===== src/rtl/peravg.sv =====
// Tap-period averager: DEPTH-entry sliding window with pass-through while filling,
// outlier rejection with forced re-seed, and flush on zero/timeout/clear handling.
module peravg #(
    parameter int PER_W        = 16,
    parameter int DEPTH_LOG2   = 2,
    parameter int REJECT_EN    = 1,
    parameter int REJECT_SHIFT = 2,
    parameter int REJECT_MAX   = 3
) (
    input  logic                  clk_i,
    input  logic                  rst_i,
    input  logic [PER_W-1:0]      per_i,
    input  logic                  per_valid_i,
    input  logic                  clear_i,
    output logic [PER_W-1:0]      avg_o,
    output logic                  avg_valid_o,
    output logic [DEPTH_LOG2:0]   fill_o,
    output logic                  rej_o,
    output logic                  ovr_o
);

    localparam int DEPTH = 2 ** DEPTH_LOG2;
    localparam int SUM_W = PER_W + DEPTH_LOG2;
    localparam logic [DEPTH_LOG2:0] DEPTH_F = (DEPTH_LOG2 + 1)'(DEPTH);
    localparam logic [4:0] REJ_LIMIT = 5'(REJECT_MAX);

    typedef enum logic [1:0] {ST_FILL, ST_RUN, ST_BUSY} state_t;

    state_t                  state_q, state_d;
    logic                    ret_run_q, ret_run_d;
    logic [PER_W-1:0]        newest_q, newest_d;
    logic [SUM_W-1:0]        sum_q, sum_d;
    logic [DEPTH_LOG2-1:0]   ptr_q, ptr_d;
    logic [DEPTH_LOG2:0]     fill_q, fill_d;
    logic [3:0]              rej_cnt_q, rej_cnt_d;
    logic [PER_W-1:0]        avg_q, avg_d;
    logic                    avg_valid_q, avg_valid_d;
    logic                    rej_q, rej_d;
    logic                    ovr_q, ovr_d;

    logic [PER_W-1:0]        mem_q [DEPTH];
    logic                    mem_we;
    logic [DEPTH_LOG2-1:0]   mem_wa;
    logic [PER_W-1:0]        oldest;
    logic [PER_W-1:0]        sum_avg;

    // |s - a| > (a >> REJECT_SHIFT), evaluated with one guard bit so the difference cannot wrap
    function automatic logic is_outlier(input logic [PER_W-1:0] s, input logic [PER_W-1:0] a);
        logic signed [PER_W:0] diff;
        logic [PER_W:0]        mag;
        logic [PER_W-1:0]      thr;
        diff = signed'({1'b0, s}) - signed'({1'b0, a});
        mag  = (diff < 0) ? unsigned'(-diff) : unsigned'(diff);
        thr  = a >> REJECT_SHIFT;
        return mag > {1'b0, thr};
    endfunction

    assign oldest  = (fill_q == DEPTH_F) ? mem_q[ptr_q] : '0;
    assign sum_avg = sum_q[SUM_W-1:DEPTH_LOG2];

    always_comb begin
        state_d     = state_q;
        ret_run_d   = ret_run_q;
        newest_d    = newest_q;
        sum_d       = sum_q;
        ptr_d       = ptr_q;
        fill_d      = fill_q;
        rej_cnt_d   = rej_cnt_q;
        avg_d       = avg_q;
        avg_valid_d = 1'b0;
        rej_d       = 1'b0;
        ovr_d       = 1'b0;
        mem_we      = 1'b0;
        mem_wa      = ptr_q;

        if (clear_i) begin
            state_d   = ST_FILL;
            sum_d     = '0;
            ptr_d     = '0;
            fill_d    = '0;
            rej_cnt_d = '0;
        end else if (state_q == ST_BUSY) begin
            // second half of an update: publish the result and return
            avg_valid_d = 1'b1;
            avg_d       = ret_run_q ? sum_avg : newest_q;
            state_d     = ret_run_q ? ST_RUN : ST_FILL;
            ovr_d       = per_valid_i;
        end else if (per_valid_i && (per_i != '0)) begin
            if (per_i == '1) begin
                state_d   = ST_FILL;
                sum_d     = '0;
                ptr_d     = '0;
                fill_d    = '0;
                rej_cnt_d = '0;
            end else if ((REJECT_EN != 0) && (state_q == ST_RUN) && is_outlier(per_i, avg_q)) begin
                rej_d = 1'b1;
                if (({1'b0, rej_cnt_q} + 5'd1) >= REJ_LIMIT) begin
                    // persistent outliers: restart the window from this sample
                    mem_we    = 1'b1;
                    mem_wa    = '0;
                    sum_d     = SUM_W'(per_i);
                    ptr_d     = DEPTH_LOG2'(1);
                    fill_d    = (DEPTH_LOG2 + 1)'(1);
                    rej_cnt_d = '0;
                    newest_d  = per_i;
                    ret_run_d = 1'b0;
                    state_d   = ST_BUSY;
                end else begin
                    rej_cnt_d = rej_cnt_q + 4'd1;
                end
            end else begin
                mem_we    = 1'b1;
                sum_d     = sum_q + SUM_W'(per_i) - SUM_W'(oldest);
                ptr_d     = ptr_q + DEPTH_LOG2'(1);
                fill_d    = (fill_q == DEPTH_F) ? fill_q : fill_q + (DEPTH_LOG2 + 1)'(1);
                rej_cnt_d = '0;
                newest_d  = per_i;
                ret_run_d = (fill_d == DEPTH_F);
                state_d   = ST_BUSY;
            end
        end
    end

    always_ff @(posedge clk_i) begin
        if (rst_i) begin
            state_q     <= ST_FILL;
            ret_run_q   <= 1'b0;
            sum_q       <= '0;
            ptr_q       <= '0;
            fill_q      <= '0;
            rej_cnt_q   <= '0;
            avg_q       <= '0;
            avg_valid_q <= 1'b0;
            rej_q       <= 1'b0;
            ovr_q       <= 1'b0;
        end else begin
            state_q     <= state_d;
            ret_run_q   <= ret_run_d;
            sum_q       <= sum_d;
            ptr_q       <= ptr_d;
            fill_q      <= fill_d;
            rej_cnt_q   <= rej_cnt_d;
            avg_q       <= avg_d;
            avg_valid_q <= avg_valid_d;
            rej_q       <= rej_d;
            ovr_q       <= ovr_d;
        end
    end

    // window storage and pass-through sample carry no reset
    always_ff @(posedge clk_i) begin
        newest_q <= newest_d;
        if (mem_we) begin
            mem_q[mem_wa] <= per_i;
        end
    end

    assign avg_o       = avg_q;
    assign avg_valid_o = avg_valid_q;
    assign fill_o      = fill_q;
    assign rej_o       = rej_q;
    assign ovr_o       = ovr_q;

endmodule


===== config.mk =====
export PLATFORM = sky130hd
export DESIGN_NAME = peravg
export DESIGN_NICKNAME = d
export VERILOG_FILES = /design/src/rtl/peravg.sv
export SDC_FILE = /design/constraint.sdc
export NUM_CORES = 1
export LEC_CHECK = 0
export CELL_PAD_IN_SITES_DETAIL_PLACEMENT = 0
export CELL_PAD_IN_SITES_GLOBAL_PLACEMENT = 1
export CORE_MARGIN = 2
export CORE_UTILIZATION = 37
export CTS_CLUSTER_DIAMETER = 60
export CTS_CLUSTER_SIZE = 12
export DETAILED_ROUTE_END_ITERATION = 12
export GPL_ROUTABILITY_DRIVEN = 0
export PLACE_DENSITY = 0.68
export SYNTH_ARGS = -nofsm -noshare
export SYNTH_HDL_FRONTEND = slang
export SYNTH_SLANG_ARGS = --single-unit

===== constraint.sdc =====
create_clock -name clk_i -period 9.5 [get_ports clk_i]
set_clock_uncertainty 0.05 [all_clocks]
set_input_delay 0.95 -clock clk_i [delete_from_list [all_inputs] [get_ports clk_i]]
set_output_delay 0.95 -clock clk_i [all_outputs]
set_load 0.03 [all_outputs]

### Word-level counts from Yosys, hierarchy flattened

Memory sizes are Yosys's and may differ from the RTL's. A register that Yosys moved wholly into a read port is not among the register bits.
Cells that the tools add are included.
W data, S select, Z words.

* memories: 1
* logic and storage cells: 91
* input port bits: 20
* output and inout port bits: 22
* RAM bits: 64
* register bits: 65

Memories
* mem_q: depth 4, bits a word 16, read ports 1, clocked after Yosys merged registers in 1, write ports 1, line 41 `logic [PER_W-1:0] mem_q [DEPTH];`

* reduce and logical (&&, ||, !) cells: 12
* order comparisons: 3
* eq/ne operators: 8
* muxes and demuxes: 44
* bitwise logic cells: 4
* $add $sub $neg: 8

Operators by type and width (number)
* $mux W16: 4
* $mux W18: 3
* $mux W2: 16
* $add A18 B16 Y18: 1
* $sub A18 B16 Y18: 1
* $gt A17 B14 Y1: 1
* $lt A17 B1 Y1 const B: 1
* $mux W17: 1
* $neg A17 Y17: 1
* $sub A16 B16 Y17: 1
* $eq A16 B16 Y1 const B: 1
* $reduce_bool A16 Y1: 1
* $mux W1: 13
* $mux W3: 4
* $mux W4: 3
* $eq A3 B3 Y1 const B: 2
* $reduce_and A2 Y1: 3
* $add A4 B1 Y5 const B: 1
* $ge A5 B2 Y1 const B: 1
* $reduce_and A5 Y1: 1
* $reduce_or A5 Y1: 1
* $add A4 B1 Y4 const B: 1
* $ne A4 B3 Y1 const B: 1
* $not A1 Y1: 4
* 11 further kinds: 12

### Logic depth before layout (Yosys ltp)

Gate-level depths: netlist of the first run.

* word-level depth: 12
* gate-level depth with buffers: 26
* mapped depth without buffers: 24

### Worst setup path before layout of the first run

Ideal clock, no wire load.

* path type: input-to-reg
* start point: input per_i[0]
* end point: memory mem_q[2][0], enable pin
* cell stages on the path: 25
* data required time: 9.063 ns
* library setup time: 0.387 ns
* setup slack: 2.972 ns
* path buffers: 2
* data arrival time: 6.092 ns
* cells stage by stage: inv_1 > ha_1 > fa_1 > nand2b_1 > a21oi_2 > nor4_1 > a311oi_2 > nand3_1 > nor2_1 > nand3_1 > o31ai_1 > xnor2_1 > ha_1 > and4_1 > nand4_1 > o32a_1 > o21ai_1 > o311ai_1 > nor3_1 > mux2i_4 > nand2_1 > buf_6 > buf_6 > nand2_2 > nor3b_2

* longest elaborated chain between the ends: 12
* elaborated cells between the ends (all ways): 21
* classes of those cells: add/sub: 2; order compare: 2; eq/ne: 1; mux: 13; reduce/logical: 3

Ends and longest elaborated chain
* start: declaration: line 12 `input logic [PER_W-1:0] per_i,`
* $sub A16 B16 Y17: line 52 `diff = signed'({1'b0, s}) - signed'({1'b0, a});`
* $neg A17 Y17 or $lt A17 B1 Y1 (tied branches): line 53 `mag = (diff < 0) ? unsigned'(-diff) : unsigned'(diff);`
* $mux W17: line 53
* $gt A17 B14 Y1: line 55 `return mag > {1'b0, thr};`
* $logic_and A1 B1 Y1: line 95 `end else if ((REJECT_EN != 0) && (state_q == ST_RUN) && is_outlier(per_i, avg_q)) begin`
* $mux W1: line 95
* $mux W1: line 89 `if (per_i == '1) begin`
* $mux W1: line 88 `end else if (per_valid_i && (per_i != '0)) begin`
* $mux W1: line 82 `end else if (state_q == ST_BUSY) begin`
* $mux W1: line 76 `if (clear_i) begin`
* $mux W1: line 153 `if (mem_we) begin`
* $mux W1 (implied by the code): line 154 `mem_q[mem_wa] <= per_i;`
* end: declaration: line 41

Parallel ways exist; a longest one is shown, timed or not.

### Final worst setup path of the first run

* start point: input per_i[1]
* end point: memory mem_q[3][7], enable pin

Same word-level chain as after synthesis.

==> metrics.md, run 1 <==
| Metric | Value |
|---|---|
| Hold WS | `427 ps` |
| Adder-Cell Fraction of Synth Area | `12.1%` |
| IO Port Bufs | `41` |
| Gr ovfl total | `0` |
| Worst Hold Depth | `1` |
| Synth top area share | `29.1%` |
| Post-synth top cells | `94 x inv_1, 80 x edfxtp_1, 57 x nor2_1` |
| Area growth syn-to-layout | `16.0%` |
| RSZ-0062 raised after global routing | `false` |
| Die W | `153 µm` |
| Final Setup Violations | `0` |
| Seq/Total Area, Yosys | `41.4%` |
| Fraction of layout cells with a size suffix above 1 | `11.1%` |
| Vias post-DR | `6,049` |
| Slew Viols, Final | `0` |
| Boundary pin count | `42` |
| Crit path time final | `7710 ps` |
| Avg Vias per Cell | `5.33` |
| FF+latch count, synth | `131` |
| Hold Crit Start | `sum_q[0]` |
| FMAX | `130 MHz` |
| CORE AREA | `0.0219 mm²` |
| Mean area per synthesized cell | `10.5 µm²` |
| Worst-Margin Slew | `1120 ps` |
| Die footprint | `0.0235 mm²` |
| Die height | `153 µm` |
| DR pass1 iterations | `5` |
| Worst-path fanout max | `16` |
| Clock latency on the worst-skew pair | `420 ps` |
| # resized after CTS | `0` |
| Clock-pin transition on the worst setup and hold timing paths | `60 ps` |
| Synth Area in Simple Gates | `12.9%` |
| Leak Pwr | `3.60 nW` |
| Sink Count | `131` |
| Initial Util | `37.8%` |
| Hold-fix buffer count after cts | `0` |
| Type of the worst setup path | `in -> reg` |
| Worst r2r dst | `mem_q[3][7]` |
| Xor and xnor area share after synthesis | `3.94%` |
| Status | `finished, final reports clean` |
| TritonCTS clock tree | `yes` |
| H-tree depth | `4` |
| Num CTS Buffers | `17` |
| Reg2reg start | `avg_o[3]` |
| R2R setup slack | `2800 ps` |
| Antenna diodes | `0` |
| Reg2reg path depth | `21` |
| Pwr dens | `170 mW/mm²` |
| Post-synth EDFFs | `80` |
| Buffer depth of the longest clock path | `2` |
| Worst setup EP type | `flip-flop` |
| Crit share post-route | `81.1%` |
| Hold path endpoint | `sum_q[0]` |
| Min-delay worst type | `reg -> reg` |
| Sum of negative setup slack | `0 ps` |
| FP Rows | `54` |
| Startpoint types | `input port` |
| Routed len/inst | `18.2 µm` |
| DRT antenna net count | `0` |
| Initial antenna violation count | `0` |
| Yosys cell types | `77` |
| Root Driver | `clkbuf_16` |
| Routed wire length | `20,700 µm` |
| Global-route wire length before repair | `32,600 µm` |
| Mapped Nets | `880` |
| Post-Syn Area | `0.00826 mm²` |
| Main area contributors after synthesis | `edfxtp_1 29%, dfxtp_1 12%, ha_1 8.0%` |
| Max-cap viol count | `0` |
| Worst Path Arrival | `7700 ps` |
| Main combinational cell family by area after synthesis | `compound AO/OA/AOI/OAI gates` |
| Drt drc | `0` |
| Mux cell area share after synthesis | `8.92%` |
| Number of global-route vias before repair | `5,826` |
| Relative slew margins | `25.1%` |
| Top cell type by total area after synthesis | `edfxtp_1` |
| Largest net degree at the start of global routing | `25` |
| Top FF cell, synth | `edfxtp_1` |
| Post-DP HPWL | `15,100 µm` |
| Total GRT Usage | `17.8%` |
| Most frequent cell after synthesis | `inv_1` |
| Asr flop ratio synth | `0%` |
| Mapped Cells | `790` |
| CP Data Required Time | `9490 ps` |
| Worst VDD drop | `0.000117 V` |
| Complex-gate fraction of the synthesized area | `14.6%` |
| Nets | `931` |
| Starting DRT DRC Count | `407` |
| Fin. Hold Viols | `0` |
| Ys Warns | `0` |
| Post-CTS setup buffer count | `0` |
## final cells by class
type | instances | area, µm²
sequential | 131 | 3420
clock buffer | 18 | 439
multi-input combinational | 535 | 4360
inverter | 95 | 357
tap | 280 | 350
fill | 2108 | 12300
timing repair buffer | 61 | 561
clock inverter | 14 | 105
## worst max-delay path, cell delays in order
cell and delay, ps:
clkdlybuf4s50_1 780, inv_1 180, fa_1 480, nand2b_1 190
a21oi_2 320, nor4_1 100, a311oi_2 340, nand3_1 180
nor2_1 290, nand3_1 180, o31ai_1 350, xnor2_1 110
ha_1 300, and4_1 220, nand4_1 130, o32a_1 350
o21ai_1 140, o311ai_1 160, nor3_1 370, mux2i_4 180
nand2_1 530, and4_1 840
## power breakdown
part,switching [mW],internal (mW),total (mW)
Clock,0.264,0.343,0.607
Sequential,0.0132,0.621,0.634
Combinational,0.219,0.170,0.389
## per-stage QoR
step	util, %	cell area (µm²)	setup WS [ps]	power (mW)	cells
6_report	43.8	9590	1790	1.63	1134
5_1_grt	43.8	9590	1340	1.72	1134
4_1_cts	43.8	9590	1790	1.65	1134
3_5_place_dp	41.3	9050	1370	1.03	1102
3_3_place_gp	41.3	9050	1580	1.04	1102
2_1_floorplan	-	8260	2970	0.932	790
## flip-flops by register name (all words and copies together) (netlist names), named ones only
name,count
ovr_o,1
newest_q,16
avg_o,16
ret_run_q,1
rej_cnt_q,4
avg_valid_o,1
state_q,2
ptr_q,2
rej_o,1
fill_o,3
mem_q,64
sum_q,18
## cells by family (layout without fill, tap and decap cells)
family | count (synthesis) | count (layout)
compound gates | 165 | 165
xor+xnor | 35 | 35
fa+ha+maj | 70 | 70
buf+inv | 124 | 188
flops | 131 | 131
mux | 52 | 52
simple gates | 213 | 213
## worst max path at each step
stage,startpoint,endpoint,slack (ps),cells after the start
after global placement,per_i[1],mem_q[3][1],1580,22
after detailed placement,per_i[1],mem_q[3][3],1370,22
after floorplan,per_i[0],mem_q[2][0],2970,25
after CTS,per_i[1],mem_q[3][7],1790,22
final,per_i[1],mem_q[3][7],1790,22
after global routing,per_i[1],mem_q[3][9],1340,22
## placed cells by master (no fill, tap or decap), drive strengths merged, types with 9 or more instances in the layout
master and count:
nor2b 21, xor2 14, a211oi 20, nor3 14, buf 20, o21ai 21, ha 53, clkinv 10
fa 17, mux2i 33, a21oi 39, xnor2 21, a22o 14, nand2 52, clkbuf 18, dfxtp 51
and3 9, mux4 16, inv 99, nor4 9, nand3 18, nor2 57, edfxtp 80, clkdlybuf4s50 41
## metal layers
layer / vias up / track usage (%) / wire length (µm)
met3: 17 / 3.71 / 921
met1: 2900 / 25.4 / 10000
li1: 2985 / - / -
met4: 0 / 4.24 / 248
met5: - / 0 / 0
met2: 147 / 28.0 / 9490
(Power assumes the default switching activity.)
==> inputs of run 2 (changes only) <==
PLACE_DENSITY = 0.71   (was 0.68)
clock period = 6.27 ns   (was 9.5 ns; I/O delays follow)
==> run 2 against run 1 <==
Against the previous run: via count increased by 3.0%; cell count rose by 2.9%; register-to-register slack worse by 1900 ps; combinational power up 59%; critical endpoint is now mem_q[2][1]; largest cell class unchanged.
==> metrics.md, run 2 (synthesized netlist as in run 1, its figures left out) <==
| Metric | Value |
|---|---|
| Worst-path fanout max | `16` |
| Global-route wire length before repair | `33,900 µm` |
| RSZ-0062 raised after global routing | `true` |
| Total GRT Usage | `18.7%` |
| Num CTS Buffers | `17` |
| Max-cap viol count | `0` |
| TritonCTS clock tree | `yes` |
| FP Rows | `54` |
| FMAX | `171 MHz` |
| Number of flip-flops under the largest register name | `64` |
| Post-CTS setup buffer count | `0` |
| Crit path time final | `5840 ps` |
| Reg with most FFs | `mem_q` |
| Avg Vias per Cell | `5.34` |
| Post-DP HPWL | `16,600 µm` |
| Initial Util | `37.8%` |
| Boundary pin count | `42` |
| Most frequent cells in the layout | `94 x inv_1, 80 x edfxtp_1, 56 x nor2_1` |
| Final Setup Violations | `0` |
| IO Port Bufs | `41` |
| Tot Pwr | `2.61 mW` |
| Fin. Hold Viols | `0` |
| Drt drc | `0` |
| Relative slew margins | `23.3%` |
| DR pass1 iterations | `4` |
| Fraction of layout cells with a size suffix above 1 | `14.8%` |
| Hold WS | `430 ps` |
| H-tree depth | `4` |
| Worst VDD drop | `0.000169 V` |
| Clock-pin transition on the worst setup and hold timing paths | `60 ps` |
| Crit share post-route | `93.1%` |
| Pwr dens | `261 mW/mm²` |
| Die height | `153 µm` |
| Vias post-DR | `6,228` |
| Worst Path Arrival | `5920 ps` |
| Root Driver | `clkbuf_16` |
| Buffer depth of the longest clock path | `2` |
| Slew Viols, Final | `0` |
| Hold-fix buffer count after cts | `0` |
| Startpoint types | `input port` |
| Status | `finished, final reports clean` |
| Antenna diodes | `0` |
| Die footprint | `0.0235 mm²` |
| Largest net degree at the start of global routing | `33` |
| Number of global-route vias before repair | `6,040` |
| Type of the worst setup path | `in -> reg` |
| # resized after CTS | `0` |
| CORE AREA | `0.0219 mm²` |
| Most common cell after layout, fill and taps aside | `inv_1` |
| Gr ovfl total | `0` |
| Min-delay worst type | `reg -> reg` |
| Routed wire length | `21,400 µm` |
| Worst setup EP type | `flip-flop` |
| Worst-Margin Slew | `1150 ps` |
| Nets | `964` |
| Routed len/inst | `18.3 µm` |
| CP Data Required Time | `6350 ps` |
| Sink Count | `131` |
| Starting DRT DRC Count | `395` |
| Initial antenna violation count | `0` |
| DRT antenna net count | `0` |
| Final Core Density | `45.6%` |
| Die W | `153 µm` |
| Area growth syn-to-layout | `20.9%` |
| Biggest regs | `mem_q: 64 flops, sum_q: 18 flops` |
| Leak Pwr | `3.82 nW` |
| Clock latency on the worst-skew pair | `430 ps` |
run 2: changes by cell type in the layout (fill, tap and decap cells not counted), sizes merged:
cell and delta:
clkinv -8, clkbuf +7, buf +33, clkinvlp +1
run 2: layout make-up:
type / count / area, µm²
fillers: 2066 / 11900
multi-input cells: 535 / 4370
flip-flops and latches: 131 / 3420
repair buffers: 94 / 858
clock buffers: 25 / 586
inverters: 95 / 357
well taps: 280 / 350
clock inverters: 7 / 48.8
run 2: final timing paths:
kind,from,endpoint,slack (ps),cells after the start
max,per_i[0],mem_q[2][1],430,26
min,sum_q[1],sum_q[1],430,1
max reg2reg,avg_o[2],mem_q[2][1],880,24
min reg2reg,sum_q[1],sum_q[1],430,1
run 2: critical path, cell delays in order:
cell and delay [ps]:
clkdlybuf4s50_1 520, inv_1 60, ha_1 220, fa_1 420
nand2b_1 190, a21oi_1 170, xor2_1 110, nor2_1 230
nand3_1 140, nor2_1 170, nand3_1 160, o31ai_1 370
xnor2_1 120, ha_1 290, and4_1 220, nand4_1 130
o32a_1 370, o21ai_2 90, o311ai_1 170, nor3_1 200
buf_4 150, mux2i_4 60, nand2_2 160, nand2_2 90
nor3b_2 260, buf_12 190
run 2: power breakdown:
part	internal (mW)	total, mW	switching [mW]
Clock	0.652	1.03	0.377
Sequential	0.941	0.961	0.0193
Combinational	0.277	0.618	0.341
run 2: routing by layer:
layer  track usage, %  vias up  wire [µm]
met5                0        -          0
met4             4.59        0        337
met3             3.83       18        652
met2             30.7      109      10200
met1             25.5     3049      10200
li1                 -     3052          -
run 2: per-stage QoR:
step	setup TNS, ps	setup WS, ps	cells	cell area, µm²
6_report	0	435	1167	9990
5_1_grt	-28.9	-4.78	1167	9990
4_1_cts	0	274	1167	9980
3_3_place_gp	0	10.9	1135	9340
3_5_place_dp	-7820	-147	1135	9340
2_1_floorplan	0	64.8	790	8260
